<file path="src/rtl/fp_add_sequencer.sv">
// fp_add_sequencer: round-robin sequencer for a shared FP add datapath
// Ports:
//   clk, rst                       clock, asynchronous active-high reset
//   req_valid_x/req_ready_x        request handshake, requester x (0/1)
//   req_A_x, req_B_x, req_sub_x    operands and subtract flag
//   pa_number_A/B                  operands to the combinational preadder
//   pa_special_case/result         preadder NaN/Inf/zero short-circuit
//   add_start, add_done, add_result  adder launch pulse and completion
//   rsp_valid/rsp_ready            response handshake
//   rsp_id, rsp_result, rsp_err    owner, result, timeout flag
//   busy                           high whenever not idle
module fp_add_sequencer #(
    parameter int TIMEOUT = 16,
    parameter int TMR_W   = 5
) (
    input  logic        clk,
    input  logic        rst,
    input  logic        req_valid_0,
    output logic        req_ready_0,
    input  logic [31:0] req_A_0,
    input  logic [31:0] req_B_0,
    input  logic        req_sub_0,
    input  logic        req_valid_1,
    output logic        req_ready_1,
    input  logic [31:0] req_A_1,
    input  logic [31:0] req_B_1,
    input  logic        req_sub_1,
    output logic [31:0] pa_number_A,
    output logic [31:0] pa_number_B,
    input  logic        pa_special_case,
    input  logic [31:0] pa_special_result,
    output logic        add_start,
    input  logic        add_done,
    input  logic [31:0] add_result,
    output logic        rsp_valid,
    input  logic        rsp_ready,
    output logic        rsp_id,
    output logic [31:0] rsp_result,
    output logic        rsp_err,
    output logic        busy
);
    typedef enum logic [1:0] {IDLE, LAUNCH, WAIT, RESP} state_t;
    state_t state, state_n;
    logic rr, owner, gsel, any, expired;
    logic [31:0] op_a, op_b, sel_a, sel_b;
    logic [TMR_W-1:0] timer;

    assign any     = req_valid_0 | req_valid_1;
    // requester 1 wins when alone or when it holds the round-robin turn
    assign gsel    = req_valid_1 & (~req_valid_0 | rr);
    assign sel_a   = gsel ? req_A_1 : req_A_0;
    // subtraction folds into the operand by flipping B's sign bit
    assign sel_b   = gsel ? {req_B_1[31] ^ req_sub_1, req_B_1[30:0]}
                          : {req_B_0[31] ^ req_sub_0, req_B_0[30:0]};
    assign expired = timer == TMR_W'(TIMEOUT - 1);
    assign pa_number_A = op_a;
    assign pa_number_B = op_b;
    assign rsp_id      = owner;

    always_comb begin
        state_n     = state;
        req_ready_0 = 1'b0;
        req_ready_1 = 1'b0;
        add_start   = 1'b0;
        rsp_valid   = state == RESP;
        busy        = state != IDLE;
        case (state)
            IDLE: begin
                state_n     = any ? LAUNCH : IDLE;
                req_ready_0 = any & ~gsel;
                req_ready_1 = gsel;
            end
            LAUNCH: begin
                state_n   = pa_special_case ? RESP : WAIT;
                add_start = ~pa_special_case;
            end
            WAIT:    state_n = (add_done | expired) ? RESP : WAIT;
            RESP:    state_n = rsp_ready ? IDLE : RESP;
            default: state_n = IDLE;
        endcase
    end

    always_ff @(posedge clk or posedge rst) begin
        if (rst) begin
            state      <= IDLE;
            rr         <= 1'b0;
            owner      <= 1'b0;
            op_a       <= '0;
            op_b       <= '0;
            rsp_result <= '0;
            rsp_err    <= 1'b0;
            timer      <= '0;
        end else begin
            state <= state_n;
            if (state == IDLE && any) begin
                op_a  <= sel_a;
                op_b  <= sel_b;
                owner <= gsel;
                rr    <= ~gsel;
            end
            if (state == LAUNCH) begin
                timer <= '0;
                if (pa_special_case) begin
                    rsp_result <= pa_special_result;
                    rsp_err    <= 1'b0;
                end
            end
            if (state == WAIT) begin
                // completion takes priority over a coincident timeout
                if (add_done) begin
                    rsp_result <= add_result;
                    rsp_err    <= 1'b0;
                end else if (expired) begin
                    rsp_result <= 32'h7FC0_0000;
                    rsp_err    <= 1'b1;
                end else begin
                    timer <= timer + 1'b1;
                end
            end
        end
    end
endmodule

</file>
<file path="config.mk">
export PLATFORM = sky130hd
export DESIGN_NAME = fp_add_sequencer
export DESIGN_NICKNAME = d
export VERILOG_FILES = /design/src/rtl/fp_add_sequencer.sv
export SDC_FILE = /design/constraint.sdc
export NUM_CORES = 1
export LEC_CHECK = 0
export ABC_AREA = 1
export BUFFER_PORTS_ARGS = -buffer_cell sky130_fd_sc_hd__buf_2
export CAP_MARGIN = 10
export CORE_MARGIN = 2
export CORE_UTILIZATION = 27
export CTS_CLUSTER_DIAMETER = 80
export DETAILED_ROUTE_END_ITERATION = 12
export SLEW_MARGIN = 20
export SYNTH_ARGS = -nofsm -noshare
export SYNTH_HDL_FRONTEND = slang
export SYNTH_SLANG_ARGS = --single-unit
</file>
<file path="constraint.sdc">
create_clock -name clk -period 5.3 [get_ports clk]
set_clock_uncertainty 0.1 [all_clocks]
set_input_delay 1.06 -clock clk [delete_from_list [all_inputs] [get_ports clk]]
set_output_delay 1.06 -clock clk [all_outputs]
set_load 0.01 [all_outputs]
</file>
==> summary.md, run 1 <==
| Metric | Value |
|---|---|
| Distinct cells, synth | `19` |
| Largest net degree at the start of global routing | `between 70 and 80` |
| CTS H-tree lvls | `3` |
| Final WS setup | `between 1500 and 2000 ps` |
| Num CTS Buffers | `9` |
| Remaining DRCs | `0` |
| Compound-gate portion of the synthesized area | `approximately 5.5%` |
| Antenna cells | `0` |
| Worst EP arrival | `about 2500 ps` |
| Die Y | `~140 um` |
| Outcome | `completed` |
| Setup TNS | `0 ps` |
| IO Pins | `around 300` |
| Net Sw Frac | `around two fifths` |
| Final Core Density | `just under 40%` |
| Setup violators final | `0` |
| Via density | `4.490` |
| CP required | `~4100 ps` |
| Hold Crit Class | `reg -> reg` |
| Worst Setup SP | `req_valid_0` |
| Total grt overflow | `0` |
| Max_cap viols | `0` |
| Combinational Power Share | `44.0%` |
| DRT iter0 DRCs | `206` |
| Sw power | `1.510 mW` |
| Clock Power Share | `between 10% and 20%` |
| Hold bufs inserted after CTS | `0` |
| Gr usage total | `around 17%` |
| WHS Path Cells | `2` |
| Crit path max fanout | `45` |
| Final HPWL DP | `12.19 mm` |
| Leak | `roughly 4.0 nW` |
| Via count | `~5300` |
| Crit path to | `req_ready_1` |
| Slew headroom | `about half` |
| Period utilization | `a little under 70%` |
| Pint | `around 2.2 mW` |
| Crit path kind | `in -> out` |
| Placed Cells | `between 1000 and 1500` |
| Most frequent cells in the layout | `nand2_1 (304), buf_2 (303), dfrtp_1 (106)` |
| Met1 wire length | `between 7 and 8 mm` |
| Commonest non-fill, non-tap cell in the layout | `nand2_1` |
| Setup Slack @ Placement | `1632 ps` |
| Die Wd | `140.6 um` |
| Synth Area in Adders | `less than 1%` |
| Total Die Area | `about 20000 um2` |
| VDD IR max | `roughly 0.22 mV` |
| Placer Congestion | `0.8143` |
| Synth-to-layout area growth | `38.99%` |
| Worst hold slack | `around 390 ps` |
| First-pass GRT wire length | `roughly 26 mm` |
| WL met2 | `around 8 mm` |
| Mapped Nets | `866` |
| Pwr Total | `3.678 mW` |
| Post-cts sizing count | `0` |
| Worst-path clk slew | `approximately 80 ps` |
| CTS tree | `done` |
| Reg2Reg Depth | `7` |
| Routed WL per cell | `around 14 um` |
| Least-Margin Pin Slew | `752.5 ps` |
| Final net count | `1152` |
| Worst R2R Setup Slack | `a little over 3000 ps` |
| Yosys warns | `0` |
| Clk buf depth | `2` |
| Fin cells | `roughly 1200` |
| Crit path capture type | `primary output` |
| Seq/Total Area, Yosys | `52.68%` |
| Number of synthesized register bits | `between 100 and 150` |
| Post-route cell area | `6998 um2` |
| Synthesized-area fraction occupied by and/or/nand/nor cells | `between 30% and 40%` |
| Met3 WL post-DR | `roughly 1.7 mm` |
| Initial antenna violation count | `0` |
| R2r startpoint | `state[1]` |
| Worst-Skew Late Latency | `~350 ps` |
| Final slew viol count | `0` |
| RSZ-0062 raised after global routing | `false` |
| Reg power frac | `around 38%` |
| Drt first pass iters | `4` |
| Root Buffer Master | `clkbuf_16` |
| Fin crit period | `3670 ps` |
| Worst r2r dst | `pa_number_A[10]` |
| Fmax achieved | `about 270 MHz` |
| Initial Util | `~28%` |
| Placed inst area | `around 6700 um2` |
| Clk sinks | `roughly 110` |
| Core ar. | `around 18000 um2` |
| Largest family of logic cells by synthesized area | `simple AND/OR/NAND/NOR gates` |
| XOR/XNOR share of the synthesized area | `less than 1%` |
| Port buffer count | `about 300` |
| Max Used Layer | `met4` |
| FP Rows | `49` |
| DRT antenna net count | `0` |
| Routed wire length | `16.75 mm` |
| Final Hold Viols | `0` |
| Synthesized cell area | `approximately 5000 um2` |
| Ratio of cells with drive above 1 in the final layout | `approximately 35%` |
| Syn avg cell area | `7.583 um2` |
| Setup crit start kind | `input pin` |
| PD cells | `~530 nW/um2` |
| Vias in the first global route | `5138` |
| Syn Inst Count | `around 660` |
| Post-CTS Repair Setup Buffers | `0` |
| Multiplexer area fraction after synthesis | `0%` |
==> sequential cells by signal, indices dropped and copies added, names as in the netlist <==
register,cells
state,2
rr,1
rsp_result,32
rsp_err,1
pa_number_B,32
timer,5
pa_number_A,32
rsp_id,1
==> cells in the mapped netlist, drive strengths merged <==
master  instances  area [um2]
o21ai          45       225.2
buf            28       160.2
clkbuf          8       30.03
ha              1       12.51
nand3b          1       7.510
nand2         305        1147
nor2           37       158.9
dfrtp         106        2653
xnor2           4       35.03
nand4           1       6.260
nand3          85       425.4
a21oi          10       50.05
inv            33       123.9
==> final cells by class <==
type	instances	area (um2)
Fill cell	1916	11150
Sequential cell	106	2653
Multi-Input combinational cell	489	2068
Timing Repair Buffer	311	1577
Tap cell	229	286.5
Clock buffer	9	225.2
Inverter	33	128.9
Clock inverter	7	60.06
==> per-layer routing <==
| metal | GRT usage, % | vias to the layer above |
|---|---|---|
| li1 | - | 2654 |
| met1 | 20.46 | 2404 |
| met3 | 5.470 | 16 |
| met5 | 0 | - |
| met2 | 27.84 | 242 |
| met4 | 5.474 | 0 |
==> kinds of logic after synthesis <==
group / after synthesis
AOI/OAI and AO/OA: 55
buffers and inverters: 69
and+or+nand+nor: 429
DFF: 106
xor gates and xnor gates: 4
adders and majority gates: 1
==> power groups by stage <==
stage | clock [mW] | combinational, mW | sequential (mW)
floorplan | 0 | 0.809 | 1.58
global placement | 0 | 1.63 | 1.41
detailed placement | 0 | 1.66 | 1.40
CTS | 0.692 | 1.65 | 1.40
global route | 0.724 | 1.84 | 1.45
finish | 0.662 | 1.62 | 1.40
==> how the worst min path moves through the flow <==
| stage | endpoint | from |
|---|---|---|
| finish | pa_number_B[18] | pa_number_B[18] |
| global route | pa_number_B[10] | pa_number_B[10] |
| CTS | pa_number_B[18] | pa_number_B[18] |
| detailed placement | pa_number_B[18] | pa_number_B[18] |
| global placement | pa_number_B[31] | pa_number_B[31] |
| floorplan | timer[0] | timer[0] |
==> worst max-delay path: stages <==
cell and delay (ps):
buf_2 100, nand2_1 50, nand2_1 430, nor2_4 200, buf_4 430, buf_2 220
Note: power is estimated with default switching activity, not from simulation.
==> inputs of run 2 (changes only) <==
Clock period 5.3 ns to 3.1 ns, I/O delays scaled along.
==> summary.md, run 2 (synthesis gave the netlist of run 1 again) <==
| Metric | Value |
|---|---|
| Outcome | `completed` |
| Max stage delay on crit path | `430 ps` |
| Gr usage total | `around 16%` |
| Final slew viol count | `0` |
| Worst-path clk slew | `70 ps` |
| Worst EP arrival | `between 1500 and 2000 ps` |
| Die Wd | `between 100 and 150 um` |
| CP bufs+invs | `3` |
| CP cell instances | `inv_2 > nand2_2 > nor2_4 > nand2_1 > inv_2 > buf_2` |
| Antenna cells | `0` |
| Initial antenna violation count | `0` |
| Hold Crit Class | `in -> async` |
| Placer Congestion | `0.8313` |
| Worst-Skew Late Latency | `roughly 350 ps` |
| Reg2Reg Depth | `8` |
| DRT antenna net count | `0` |
| Via density | `about 4.4` |
| Root Buffer Master | `clkbuf_16` |
| Least-Margin Pin Slew | `687.8 ps` |
| Port buffer count | `303` |
| Via count | `between 5000 and 6000` |
| Post-cts sizing count | `0` |
| Clk buf depth | `2` |
| Ratio of cells with drive above 1 in the final layout | `approximately 35%` |
| CP max-delay cell | `dfrtp_1` |
| CTS H-tree lvls | `3` |
| CTS tree | `done` |
| Final net count | `between 1000 and 1500` |
| Fin crit period | `~2400 ps` |
| Setup Slack @ Placement | `912.6 ps` |
| Remaining DRCs | `0` |
| Period utilization | `~78%` |
| Drt first pass iters | `6` |
| Die Y | `140.6 um` |
| Largest net degree at the start of global routing | `roughly 110` |
| Top delay family on crit path | `simple AND/OR/NAND/NOR gates` |
| Crit path capture type | `primary output` |
| Routed wire length | `about 17 mm` |
| Core ar. | `approximately 18000 um2` |
| Final Hold Viols | `0` |
| Setup violators final | `0` |
| Post-CTS Repair Setup Buffers | `0` |
| Pwr Total | `~6.6 mW` |
| Most used cell along the critical path | `inv_2` |
| Clk sinks | `106` |
| Initial Util | `between 20% and 30%` |
| Slew headroom | `approximately 54%` |
| Routed WL per cell | `between 10 and 15 um` |
| Crit path max fanout | `23` |
| Leak | `a little over 4 nW` |
| R2r startpoint | `state[1]` |
| CP required | `around 2400 ps` |
| Vias in the first global route | `5055` |
| Setup TNS | `0 ps` |
| IO Pins | `roughly 300` |
| Synth-to-layout area growth | `41.10%` |
| PD cells | `between 900 and 1000 nW/um2` |
| First-pass GRT wire length | `25.74 mm` |
| Fmax achieved | `just over 400 MHz` |
| RSZ-0062 raised after global routing | `false` |
| Worst r2r dst | `pa_number_A[24]` |
| Total grt overflow | `0` |
| Crit path kind | `reg -> out` |
| Num CTS Buffers | `9` |
| Max_cap viols | `0` |
| Setup crit start kind | `register` |
| Hold bufs inserted after CTS | `0` |
| Most frequent cells in the layout | `nand2_1 (304), buf_2 (303), dfrtp_1 (106)` |
| VDD IR max | `~0.37 mV` |
| DRT iter0 DRCs | `about 260` |
| Worst R2R Setup Slack | `around 1000 ps` |
| FP Rows | `between 40 and 50` |
| Total Die Area | `between 15000 and 20000 um2` |
| Final HPWL DP | `12.05 mm` |
| Final WS setup | `roughly 670 ps` |
| Commonest non-fill, non-tap cell in the layout | `nand2_1` |
[run 2: worst max-delay path by stage]
stage	cells after the start	to	slack [ps]	from
after floorplan	1	pa_number_A[0]	1110	rst
after global placement	6	req_ready_0	910	req_valid_0
after detailed placement	6	req_ready_0	910	req_valid_0
after CTS	6	req_ready_0	650	state[1]
after global routing	6	req_ready_0	470	state[0]
final	6	req_ready_0	670	state[1]
[run 2: cell type report]
type / instances / area, um2
Fill cell: 1914 / 11040
Sequential cell: 106 / 2653
Multi-Input combinational cell: 489 / 2068
Timing Repair Buffer: 313 / 1604
Tap cell: 229 / 286.5
Clock buffer: 10 / 229.0
Clock inverter: 6 / 136.4
Inverter: 33 / 127.6
[run 2: routing by layer]
metal / GRT usage, % / vias to the layer above / wire (um)
li1: - / 2665 / -
met1: 20.55 / 2326 / 7242
met2: 27.61 / 227 / 7910
met3: 5.436 / 12 / 1424
met4: 3.789 / 0 / 196
met5: 0 / - / 0
[run 2: tightest hold or removal path, stage by stage]
cell and delay, ps:
buf_2 110, clkinvlp_4 70, buf_12 450
[run 2: where the power goes]
| part | switching (mW) | total [mW] | internal [mW] |
|---|---|---|---|
| Clock | 0.530 | 1.41 | 0.875 |
| Sequential | 0.371 | 2.41 | 2.04 |
| Combinational | 1.66 | 2.76 | 1.11 |
[run 2: stage by stage]
step | cells | utilization, % | cell area [um2] | hold slack [ps]
global route | 1186 | 39.15 | 7104 | 362.1
floorplan | 664 | - | 5039 | 375.0
detailed placement | 1170 | 37.13 | 6739 | 362.0
global placement | 1170 | 37.13 | 6739 | 365.6
CTS | 1186 | 39.15 | 7104 | 353.0
finish | 1186 | 39.15 | 7104 | 357.8
